### config.mk
export PLATFORM = sky130hd
export DESIGN_NAME = seq_multiplier
export DESIGN_NICKNAME = d
export VERILOG_FILES = /design/src/rtl/seq_multiplier.sv
export SDC_FILE = /design/constraint.sdc
export NUM_CORES = 1
export LEC_CHECK = 0
export BUFFER_PORTS_ARGS = -buffer_cell sky130_fd_sc_hd__buf_2
export CORE_MARGIN = 1.5
export CORE_UTILIZATION = 62
export CTS_CLUSTER_SIZE = 30
export DETAILED_ROUTE_END_ITERATION = 8
export PLACE_DENSITY = 0.85
export SYNTH_ARGS = -nofsm -noshare
export SYNTH_HDL_FRONTEND = slang
export SYNTH_SLANG_ARGS = --single-unit
### constraint.sdc
create_clock -name clk -period 6.7 [get_ports clk]
set_clock_uncertainty 0.1 [all_clocks]
set_input_delay 0 -clock clk [delete_from_list [all_inputs] [get_ports clk]]
set_output_delay 0 -clock clk [all_outputs]
set_load 0.01 [all_outputs]
### src/rtl/seq_multiplier.sv
// ---------------------------------------------------------------------------
// seq_multiplier
//
// Sequential shift-add multiplier with optional two's-complement operation.
// One operand bit is consumed per CALC cycle, so a multiplication takes
// WIDTH+1 cycles from the accepting edge to the visible done pulse. The
// operation runs on magnitudes, and the sign is applied once at the end.
//
// Parameters:
//   WIDTH        operand width in bits (2..32)
//
// Ports:
//   clk          rising-edge clock
//   rst          asynchronous active-high reset; aborts any operation
//   start        request, accepted only in IDLE or DONE
//   signed_mode  1 = two's-complement operands/product, sampled with start
//   a            multiplicand, sampled with start
//   b            multiplier, sampled with start
//   busy         high while a multiplication is in progress
//   done         one-cycle pulse, product valid
//   product      2*WIDTH-bit result, held until the next result is written
// ---------------------------------------------------------------------------
module seq_multiplier #(
    parameter int WIDTH = 4
) (
    input  logic                 clk,
    input  logic                 rst,
    input  logic                 start,
    input  logic                 signed_mode,
    input  logic [WIDTH-1:0]     a,
    input  logic [WIDTH-1:0]     b,
    output logic                 busy,
    output logic                 done,
    output logic [2*WIDTH-1:0]   product
);

    localparam int CW = $clog2(WIDTH);

    typedef enum logic [1:0] {
        IDLE = 2'd0,
        CALC = 2'd1,
        DONE = 2'd2
    } state_t;

    state_t             state;
    state_t             next_state;
    logic [CW-1:0]      count;
    logic [2*WIDTH-1:0] mcand;
    logic [WIDTH-1:0]   mplier;
    logic [2*WIDTH-1:0] acc;
    logic [2*WIDTH-1:0] acc_sum;
    logic               sign_flag;
    logic [WIDTH-1:0]   abs_a;
    logic [WIDTH-1:0]   abs_b;
    logic               accept;
    logic               last_iter;

    // A new operation is taken only when the unit is idle or just finishing,
    // so a start pulse during CALC never disturbs the running operation.
    assign accept    = start && ((state == IDLE) || (state == DONE));
    assign last_iter = (state == CALC) && (count == CW'(WIDTH - 1));

    // Magnitudes are formed in WIDTH-bit unsigned form; the most negative
    // value negates to 2^(WIDTH-1), which is still representable unsigned.
    assign abs_a = (signed_mode && a[WIDTH-1]) ? (~a + 1'b1) : a;
    assign abs_b = (signed_mode && b[WIDTH-1]) ? (~b + 1'b1) : b;

    // The accumulator value after this cycle's partial product; used both
    // for the accumulator update and, on the last iteration, for the result.
    assign acc_sum = mplier[0] ? (acc + mcand) : acc;

    // State register.
    always_ff @(posedge clk or posedge rst) begin
        if (rst) begin
            state <= IDLE;
        end else begin
            state <= next_state;
        end
    end

    // Next-state logic: IDLE waits for start, CALC runs WIDTH iterations,
    // DONE either chains straight into the next operation or returns idle.
    always_comb begin
        next_state = state;
        case (state)
            IDLE: begin
                if (start) begin
                    next_state = CALC;
                end
            end
            CALC: begin
                if (count == CW'(WIDTH - 1)) begin
                    next_state = DONE;
                end
            end
            DONE: begin
                if (start) begin
                    next_state = CALC;
                end else begin
                    next_state = IDLE;
                end
            end
            default: begin
                next_state = IDLE;
            end
        endcase
    end

    // Datapath: operands and sign are captured on accept, then each CALC
    // cycle adds the shifted multiplicand when the multiplier LSB is set.
    // The product register is written only on the transition into DONE,
    // so the previous result stays readable while a new one is computed.
    always_ff @(posedge clk or posedge rst) begin
        if (rst) begin
            count     <= '0;
            mcand     <= '0;
            mplier    <= '0;
            acc       <= '0;
            sign_flag <= 1'b0;
            product   <= '0;
        end else if (accept) begin
            count     <= '0;
            mcand     <= {{WIDTH{1'b0}}, abs_a};
            mplier    <= abs_b;
            acc       <= '0;
            sign_flag <= signed_mode & (a[WIDTH-1] ^ b[WIDTH-1]);
        end else if (state == CALC) begin
            acc    <= acc_sum;
            mcand  <= mcand << 1;
            mplier <= mplier >> 1;
            count  <= count + 1'b1;
            if (last_iter) begin
                product <= sign_flag ? (~acc_sum + 1'b1) : acc_sum;
            end
        end
    end

    // Status outputs are registered copies of the state, one cycle behind.
    // This places busy over the WIDTH cycles following the accepting edge
    // and the done pulse in the cycle after, and guarantees they never
    // overlap even when operations are chained back to back.
    always_ff @(posedge clk or posedge rst) begin
        if (rst) begin
            busy <= 1'b0;
            done <= 1'b0;
        end else begin
            busy <= (state == CALC);
            done <= (state == DONE);
        end
    end

endmodule

**Word level (Yosys, flattened, before mapping)**

Cells that the tools add are included.
W data, S select, Z words.

- Register bits after elaboration: 35
- Bits in latches: 0
- Bits in writable memories: 0
- ROM bits: 0
- Memories kept: 0

- $add $sub $neg: 5
- Multiply operators: 0
- Divide/modulo/power cells: 0
- Magnitude comparators: 0
- Equal/unequal tests: 5
- Shift operators: 0
- Mux-type cells: 16
- Bitwise logic cells: 6
- Reductions and logical operators: 9

Operators by type and width:

| kind | count |
|---|---|
| $mux W8 | 6 |
| $mux W4 | 4 |
| $add A4 B1 Y4 const B | 2 |
| $add A8 B1 Y8 const B | 1 |
| $add A8 B8 Y8 | 1 |
| $mux W2 | 4 |
| $not A4 Y4 | 2 |
| $not A8 Y8 | 1 |
| $pmux W2 S3 | 1 |
| $eq A2 B2 Y1 const B | 2 |
| $logic_and A1 B1 Y1 | 4 |
| $ne A2 B2 Y1 const B | 2 |
| $reduce_and A3 Y1 | 1 |
| $add A2 B1 Y2 const B | 1 |
| $eq A2 B1 Y1 const B | 1 |
| $logic_not A2 Y1 | 1 |
| $reduce_and A2 Y1 | 1 |
| $reduce_bool A2 Y1 | 1 |
| $and A1 B1 Y1 | 1 |
| $logic_or A1 B1 Y1 | 1 |
| $mux W1 | 1 |
| $not A1 Y1 | 1 |
| $xor A1 B1 Y1 | 1 |

**Depth between registers and ports, before layout**

Gate-level depths: netlist of run 1.

- Depth in word-level cells: 5
- Depth in mapped cells: 9
- Depth with buffers taken out: 9

**Least setup slack after synthesis of run 1**

No wires, ideal clock.

- Path kind: register to register
- Start: register mcand[0]
- End: register product[7]
- Library setup time: 0.132 ns
- Arrival time: 2.139 ns
- Data required time: 6.468 ns
- Setup slack: 4.328 ns
- Stages on the path, launching flop included: 10
- Path buffers: 0
- Cells stage by stage: dfrtp_1 ha_1 fa_1 a21oi_1 nor3_1 nor4_4 nand2_2 o31ai_4 xnor2_1 o21ai_1

- Cells in the longest elaborated chain, start to end: 5

Ends and longest elaborated chain:

| element | RTL line | text |
|---|---|---|
| start, declared | 48 | `logic [2*WIDTH-1:0] mcand;` |
| start signal, assigned | 123 | `mcand <= {{WIDTH{1'b0}}, abs_a};` |
| start signal, assigned | 129 | `mcand <= mcand << 1;` |
| $add A8 B8 Y8 * | 70 | `assign acc_sum = mplier[0] ? (acc + mcand) : acc;` |
| $mux W8 * | 70 |  |
| $not A8 Y8 | 133 | `product <= sign_flag ? (~acc_sum + 1'b1) : acc_sum;` |
| $add A8 B1 Y8 | 133 |  |
| $mux W8 * | 133 |  |
| end signal, assigned | 133 |  |
| end, declared | 34 | `output logic [2*WIDTH-1:0] product` |

Every way passes the cells marked *; elsewhere a longest branch is shown, timed or not.
A chain may end at the register's enable or synchronous reset.

**Worst setup path after layout of run 1**

- Start: register state[0]
- End: register mplier[3]

- Cells in the longest elaborated chain, start to end: 4
- Elaborated cells on any way between the ends: 7
- Those cells by class: 2 x eq/ne; 1 x mux; 4 x reduce/logical

Ends and longest elaborated chain:

| element | RTL line | text |
|---|---|---|
| start, declared | 45 | `state_t state;` |
| start signal, assigned | 77 | `state <= next_state;` |
| $eq A2 B2 Y1 or $logic_not A2 Y1 (tied branches) | 60 | `assign accept = start && ((state == IDLE) \|\| (state == DONE));` |
| $logic_or A1 B1 Y1 | 60 |  |
| $logic_and A1 B1 Y1 | 60 |  |
| $mux W4 or $reduce_bool A2 Y1 (tied branches) | -- |  |
| end signal, assigned | 124 | `mplier <= abs_b;` |
| end signal, assigned | 130 | `mplier <= mplier >> 1;` |
| end, declared | 49 | `logic [WIDTH-1:0] mplier;` |

Several ways; a longest one is shown, not always the timed one.

==> results of run 1 <==
## cell type report
class / count / area, um^2
Timing Repair Buffer: 38 / 270
Inverter: 9 / 33.8
Sequential cell: 35 / 876
Clock buffer: 5 / 37.5
Clock inverter: 3 / 25.0
Tap cell: 44 / 55.1
Multi-Input combinational cell: 153 / 1060
Fill cell: 222 / 717
## synthesized netlist by cell type (3+ instances only)
cell,number
sky130_fd_sc_hd__a21oi_1,6
sky130_fd_sc_hd__a22o_1,5
sky130_fd_sc_hd__a22oi_1,5
sky130_fd_sc_hd__clkbuf_1,6
sky130_fd_sc_hd__dfrtp_1,35
sky130_fd_sc_hd__ha_1,11
sky130_fd_sc_hd__inv_1,9
sky130_fd_sc_hd__mux2i_1,5
sky130_fd_sc_hd__nand2_1,34
sky130_fd_sc_hd__nand2b_1,7
sky130_fd_sc_hd__nor2_1,5
sky130_fd_sc_hd__nor2b_1,3
sky130_fd_sc_hd__nor3_1,3
sky130_fd_sc_hd__o21ai_0,20
sky130_fd_sc_hd__o21ai_1,8
sky130_fd_sc_hd__xnor2_1,10
## per-layer routing
| metal | routed length, um | up-vias |
|---|---|---|
| met4 | 96 | 0 |
| met2 | 2630 | 59 |
| met5 | 0 | - |
| met1 | 1920 | 846 |
| met3 | 225 | 13 |
| li1 | - | 809 |
## worst max-delay path: cells and delay by family (launching register included)
kind	cells	cell delay [ns]
AND/OR/NAND/NOR	2	1.01
buffers and inverters	2	0.93
flip-flops	1	0.44
AO/OA/AOI/OAI	1	0.24
## power by group
group	switching, uW	internal [uW]
Sequential	85.9	298
Clock	81.4	42.0
Combinational	368	260
Total	536	600
## sequential cells by signal, summed over array words and instances (netlist names)
register   count
acc            8
busy           1
count          2
done           1
mcand          8
mplier         4
product        8
sign_flag      1
state          2
## kinds of logic (layout without fill, tap and decap cells)
kind of cell	after synthesis	after routing	share of synthesized area
DFF	35	35	0.432
buffers and inverters	18	55	0.0426
and+or+nand+nor	64	64	0.170
xor gates and xnor gates	11	11	0.0476
AOI/OAI and AO/OA	61	61	0.204
adders and majority gates	12	12	0.0778
muxes	5	5	0.0247
## path summary, 6_finish.rpt
| path | end | slack, ns |
|---|---|---|
| worst max-delay path | mplier[3] | 3.92 |
| worst min-delay path | state[1] | 0.16 |
| worst max register to register | mplier[3] | 3.92 |
| worst min register to register | product[3] | 0.39 |
| max in group asynchronous | acc[5] | 6.01 |
| min in group clk | mplier[0] | 0.37 |
## through the flow
step | area (um^2) | setup WS, ns | hold WS (ns)
6_report | 2360 | 3.92 | 0.161
5_1_grt | 2360 | 3.78 | 0.236
4_1_cts | 2360 | 4.03 | 0.181
3_5_place_dp | 2150 | 4.16 | 0.0181
3_3_place_gp | 2150 | 4.25 | 0.00951
2_1_floorplan | 2030 | 4.33 | 0.0281
==> metrics.yaml, run 1 <==
fin_cells: 287
setup_tns_ns: 0
setup.worst_path.end_class: "flip-flop"
critical_path.startpoint_type: "flip-flop"
cts_inserted_buffers: 5
track_usage: 0.310
critical_path_launch_point: "state[0]"
fp-row-count: 20
synth_flop_cell: "sky130_fd_sc_hd__dfrtp_1"
post-synth-top-area-cell: "sky130_fd_sc_hd__dfrtp_1"
layout-area-overhead-vs-synth_pct: 16.6
initial_utilization: 0.658
ys_async_sr_fraction: 1.00
critical_path.reg2reg.startpoint: "state[0]"
cts_resized: 0
cts_setup_buffers: 0
first_pass_iters: 4
worst_slew_margin_relative_to_its_limit: 0.543
timing.final.setup_violations: 0
grt_antenna_before_repair: 0
postRouteWirelength_um: 4870
drive_above_1_share: 0.169
total_power_uw: 1140
use_met1: 0.370
pwr_density_cell_nw_per_um2: 481
mostFrequentLayoutCell: "sky130_fd_sc_hd__dfrtp_1"
synth_warn: 0
slowest_stage: "sky130_fd_sc_hd__nor2_1"
cts_sinks: 35
rsz0062_at_grt: "no"
pin_slew_with_the_least_headroom_to_its_limit_ns: 0.683
grt_pass1_vias: 1743
nNetsFinal: 266
synth.net_count: 230
grt.overflow.total: 0
number_of_design_rule_violations_left_after_detail_routing: 0
synth_cell_types: 42
min-delay-path-class: "input port to asynchronous set/reset pin"
worst_setup_hold_path_clk_slew_ns: 0.13
use_met3: 0.0779
cts_tree: "built"
cp_max_fo: 14
timing.critical_path.required_ns: 6.90
clock_latency_ns: 0.36
static-leakage-power_uw: 0.00111
syn_avg_cell_area_um2: 9.83
num_io_pins: 22
ctsHtreeMaxLevel: 2
viasPerCell: 6.02
synth-edff-count: 0
fp.coreArea_um2: 3080
cts-root-to-sink-buffers: 2
grt_start_max_net_pins: 36
synth.cell_area_um2: 2030
layout.cells.most_common_list: "sky130_fd_sc_hd__dfrtp_1, sky130_fd_sc_hd__nand2_1, sky130_fd_sc_hd__buf_2"
synth_cells: 206
num_vias: 1727
antenna_violating_nets_post_route: 0
dp_hpwl_um: 2990
final_hold_viol_count: 0
ys_seq_area_frac: 0.432
worst_ep_arrival_time_ns: 2.98
dr.first_iter.drc_count: 99
groute.layer.met2.usage: 0.540
grt_first_pass_wirelength_um: 8140
dieWidth_um: 60.2
ir_drop_mv: 0.407
drv.max_cap_violation_count: 0
biggest_cell_delay_along_the_critical_path_ns: 0.63
route.detailed.wl_per_inst_um: 17.0
worstRegToRegCells: 5
post-place-cells: 264
place.gp.congestion: 0.830
dominant_cells_by_area_after_synthesis: "sky130_fd_sc_hd__dfrtp_1, sky130_fd_sc_hd__ha_1, sky130_fd_sc_hd__nand2_1"
io_buffers: 21
final_util: 0.767
slew_viol_final: 0
die_outline_height_um: 60.2
fin_crit_sh: 0.415
critical_path.cell_chain: "nand2b_1 -> inv_1 -> nor2_1 -> a32o_1 -> dlygate4sd3_1"
cts-hold-fix-buffers: 15
gr-max-usage-layer: "met2"
max_freq_ghz: 0.360
synth.ff_latch_count: 35
period_minus_slack_ns: 2.78
insertedDiodeCount: 0
setup.worst_path.class: "flip-flop to flip-flop"
synth_top_area_share: 0.432
die_area_um2: 3620
cts-root-buf: "sky130_fd_sc_hd__clkbuf_4"
outcome: "finished, final reports clean"
Note: power is estimated with default switching activity, not from simulation.
==> inputs of run 2 (changes only) <==
- CORE_UTILIZATION: 62 -> 52
- PLACE_DENSITY: 0.85 -> 0.76
- clock period: 6.7 -> 2.45 ns (I/O delays scaled with it)
==> run 2 against run 1 <==
Net effect: count of clock-buffer cells in the layout stayed put; cell count is 4.2% higher; sequential power grew to 2.7 times the previous value; sequential share of layout area is 2.2 points lower; via count is 7.2% lower; largest power group unchanged.
==> metrics.yaml, run 2 (same netlist as run 1, synthesis figures left out) <==
layout_setup_ws_ns: 0.0688  # -3.85 ns
initial_utilization: 0.549  # -0.109
max_freq_ghz: 0.420  # +17%
setup.worst_path.class: "flip-flop to flip-flop"
cp_num_buf_inv: 0  # -2
grt_antenna_before_repair: 0  # unchanged
final_hold_viol_count: 0  # unchanged
dp_hpwl_um: 2760  # -7.7%
p_int_uw: 1990  # +230%
static-leakage-power_uw: 0.00118  # +5.9%
clock_latency_ns: 0.29  # -0.07 ns
worst_slew_margin_relative_to_its_limit: 0.673  # +0.130
fin_crit_sh: 0.972  # +0.557
antenna_violating_nets_post_route: 0  # unchanged
fp.coreArea_um2: 3690  # +20%
slowest_stage: "sky130_fd_sc_hd__fa_2"
num_vias: 1602  # -7.2%
timing.final.setup_violations: 0  # unchanged
biggest_cell_delay_along_the_critical_path_ns: 0.41  # -0.22 ns
power.share.sequential: 0.300  # -0.038
layout.cells.most_common_list: "sky130_fd_sc_hd__dfrtp_1, sky130_fd_sc_hd__nand2_1, sky130_fd_sc_hd__buf_2"
layout-area-overhead-vs-synth_pct: 24.0
cts_tree: "built"
cts_sinks: 35  # unchanged
pin_slew_with_the_least_headroom_to_its_limit_ns: 0.491  # -0.192 ns
timing.critical_path.required_ns: 2.51  # -4.39 ns
postRouteWirelength_um: 4090  # -16%
grt.overflow.total: 0  # unchanged
worst_ep_arrival_time_ns: 2.44  # -0.54 ns
slew_viol_final: 0  # unchanged
cp_max_fo: 3  # -11
num_io_pins: 22  # unchanged
fillerInstances: 285  # +28%
drive_above_1_share: 0.239  # +0.0703
worst_setup_hold_path_clk_slew_ns: 0.07  # -0.06 ns
top_regs: "acc (8), mcand (8), product (8)"
hold_ws_ns: 0.0639  # -0.0972 ns
die_area_um2: 4280  # +18%
ir_drop_mv: 0.727  # +78%
insertedDiodeCount: 0  # unchanged
outcome: "finished, final reports clean"
cts-root-buf: "sky130_fd_sc_hd__clkbuf_8"
grt_start_max_net_pins: 36  # unchanged
place.gp.congestion: 0.805  # -3.0%
grt_first_pass_wirelength_um: 7000  # -14%
critical_path.cell_chain: "ha_2 -> fa_2 -> a21oi_2 -> nor3_1 -> nor4_4 -> nand2_2 -> o31ai_4 -> xnor2_1 -> o21ai_1"
power.net_switching_uw: 1450  # +170%
fp-row-count: 22  # +10%
power.switching_fraction: 0.421  # -0.0510
p_clk_frac: 0.150  # +0.041
ctsHtreeMaxLevel: 2  # unchanged
period_minus_slack_ns: 2.38  # -0.399 ns
route.detailed.wl_per_inst_um: 13.7  # -19%
setup.worst_path.end_class: "flip-flop"
mostFrequentLayoutCell: "sky130_fd_sc_hd__dfrtp_1"
grt_pass1_vias: 1592  # -8.7%
dieWidth_um: 65.4  # +8.7%
pwr_density_cell_nw_per_um2: 1370  # +180%
timing.critical_path.max_delay_family: "adder cells"
die_outline_height_um: 65.4  # +8.7%
nNetsFinal: 274  # +3.0%
viasPerCell: 5.36  # -11%
min-delay-path-class: "input port to flip-flop"
number_of_design_rule_violations_left_after_detail_routing: 0  # unchanged
first_pass_iters: 4  # unchanged
io_buffers: 21  # unchanged
cts_inserted_buffers: 5  # unchanged
post-place-ws_ns: -0.0112  # -4.17 ns
dr.first_iter.drc_count: 58  # -41%
critical_path.startpoint_type: "flip-flop"
comb_power_share: 0.550  # -0.003
drv.max_cap_violation_count: 0  # unchanged
track_usage: 0.213  # -0.0974
cts-root-to-sink-buffers: 2  # unchanged
run 2: metal layers:
layer | up-vias | part of all wire | global-route usage | wire length (um)
met4 | 0 | 0.0093 | 0.0938 | 38
met1 | 751 | 0.45 | 0.257 | 1860
met5 | - | 0 | 0 | 0
met3 | 4 | 0.027 | 0.0360 | 112
met2 | 29 | 0.51 | 0.371 | 2080
li1 | 818 | - | - | -
run 2: through the flow:
stage	total power (uW)	utilization	TNS [ns]	cell area, um^2	instances
5_1_grt	3750	0.681	-0.0799	2510	299
3_3_place_gp	2720	0.598	0	2210	275
2_1_floorplan	2330	-	0	2030	206
6_report	3440	0.681	0	2510	299
4_1_cts	3320	0.661	0	2440	295
3_5_place_dp	2770	0.598	-0.0112	2210	275
run 2: worst reg2reg max path, stage by stage, from the launching register on:
cell and delay (ns):
sky130_fd_sc_hd__dfrtp_1 0.40, sky130_fd_sc_hd__ha_2 0.21, sky130_fd_sc_hd__fa_2 0.41, sky130_fd_sc_hd__a21oi_2 0.16, sky130_fd_sc_hd__nor3_1 0.09, sky130_fd_sc_hd__nor4_4 0.33, sky130_fd_sc_hd__nand2_2 0.12, sky130_fd_sc_hd__o31ai_4 0.23
sky130_fd_sc_hd__xnor2_1 0.14, sky130_fd_sc_hd__o21ai_1 0.07
run 2: area by class of cell:
| class | instances | area, um^2 | share of cell area |
|---|---|---|---|
| Clock inverter | 3 | 43.8 | 0.0174 |
| Inverter | 9 | 33.8 | 0.0135 |
| Clock buffer | 5 | 68.8 | 0.0274 |
| Multi-Input combinational cell | 153 | 1110 | 0.440 |
| Timing Repair Buffer | 46 | 323 | 0.129 |
| Tap cell | 48 | 60.1 | 0.0239 |
| Sequential cell | 35 | 876 | 0.349 |
run 2: power groups by stage:
stage | Sequential [uW] | Clock [uW] | Combinational (uW)
finish | 1030 | 514 | 1890
global route | 1070 | 549 | 2130
CTS | 1030 | 530 | 1760
detailed placement | 1040 | 0 | 1730
global placement | 1020 | 0 | 1690
floorplan | 987 | 0 | 1340
run 2: final timing paths:
kind | slack, ns | startpoint | to | cells after the start
min in group asynchronous | 0.23 | rst | count[1] | 4
setup / recovery | 0.07 | mcand[0] | product[7] | 9
hold / removal | 0.06 | start | state[0] | 3
setup reg to reg | 0.07 | mcand[0] | product[7] | 9
max in group asynchronous | 1.69 | rst | mcand[7] | 4
hold reg to reg | 0.38 | state[0] | done | 1
run 2: timing repair:
item,4_1_cts,5_1_grt
pin swaps,1,7
resized for setup,0,10
setup buffers,0,4
endpoints found under the setup margin,1,4
hold buffers,12,0
endpoints found under the hold margin,44,0
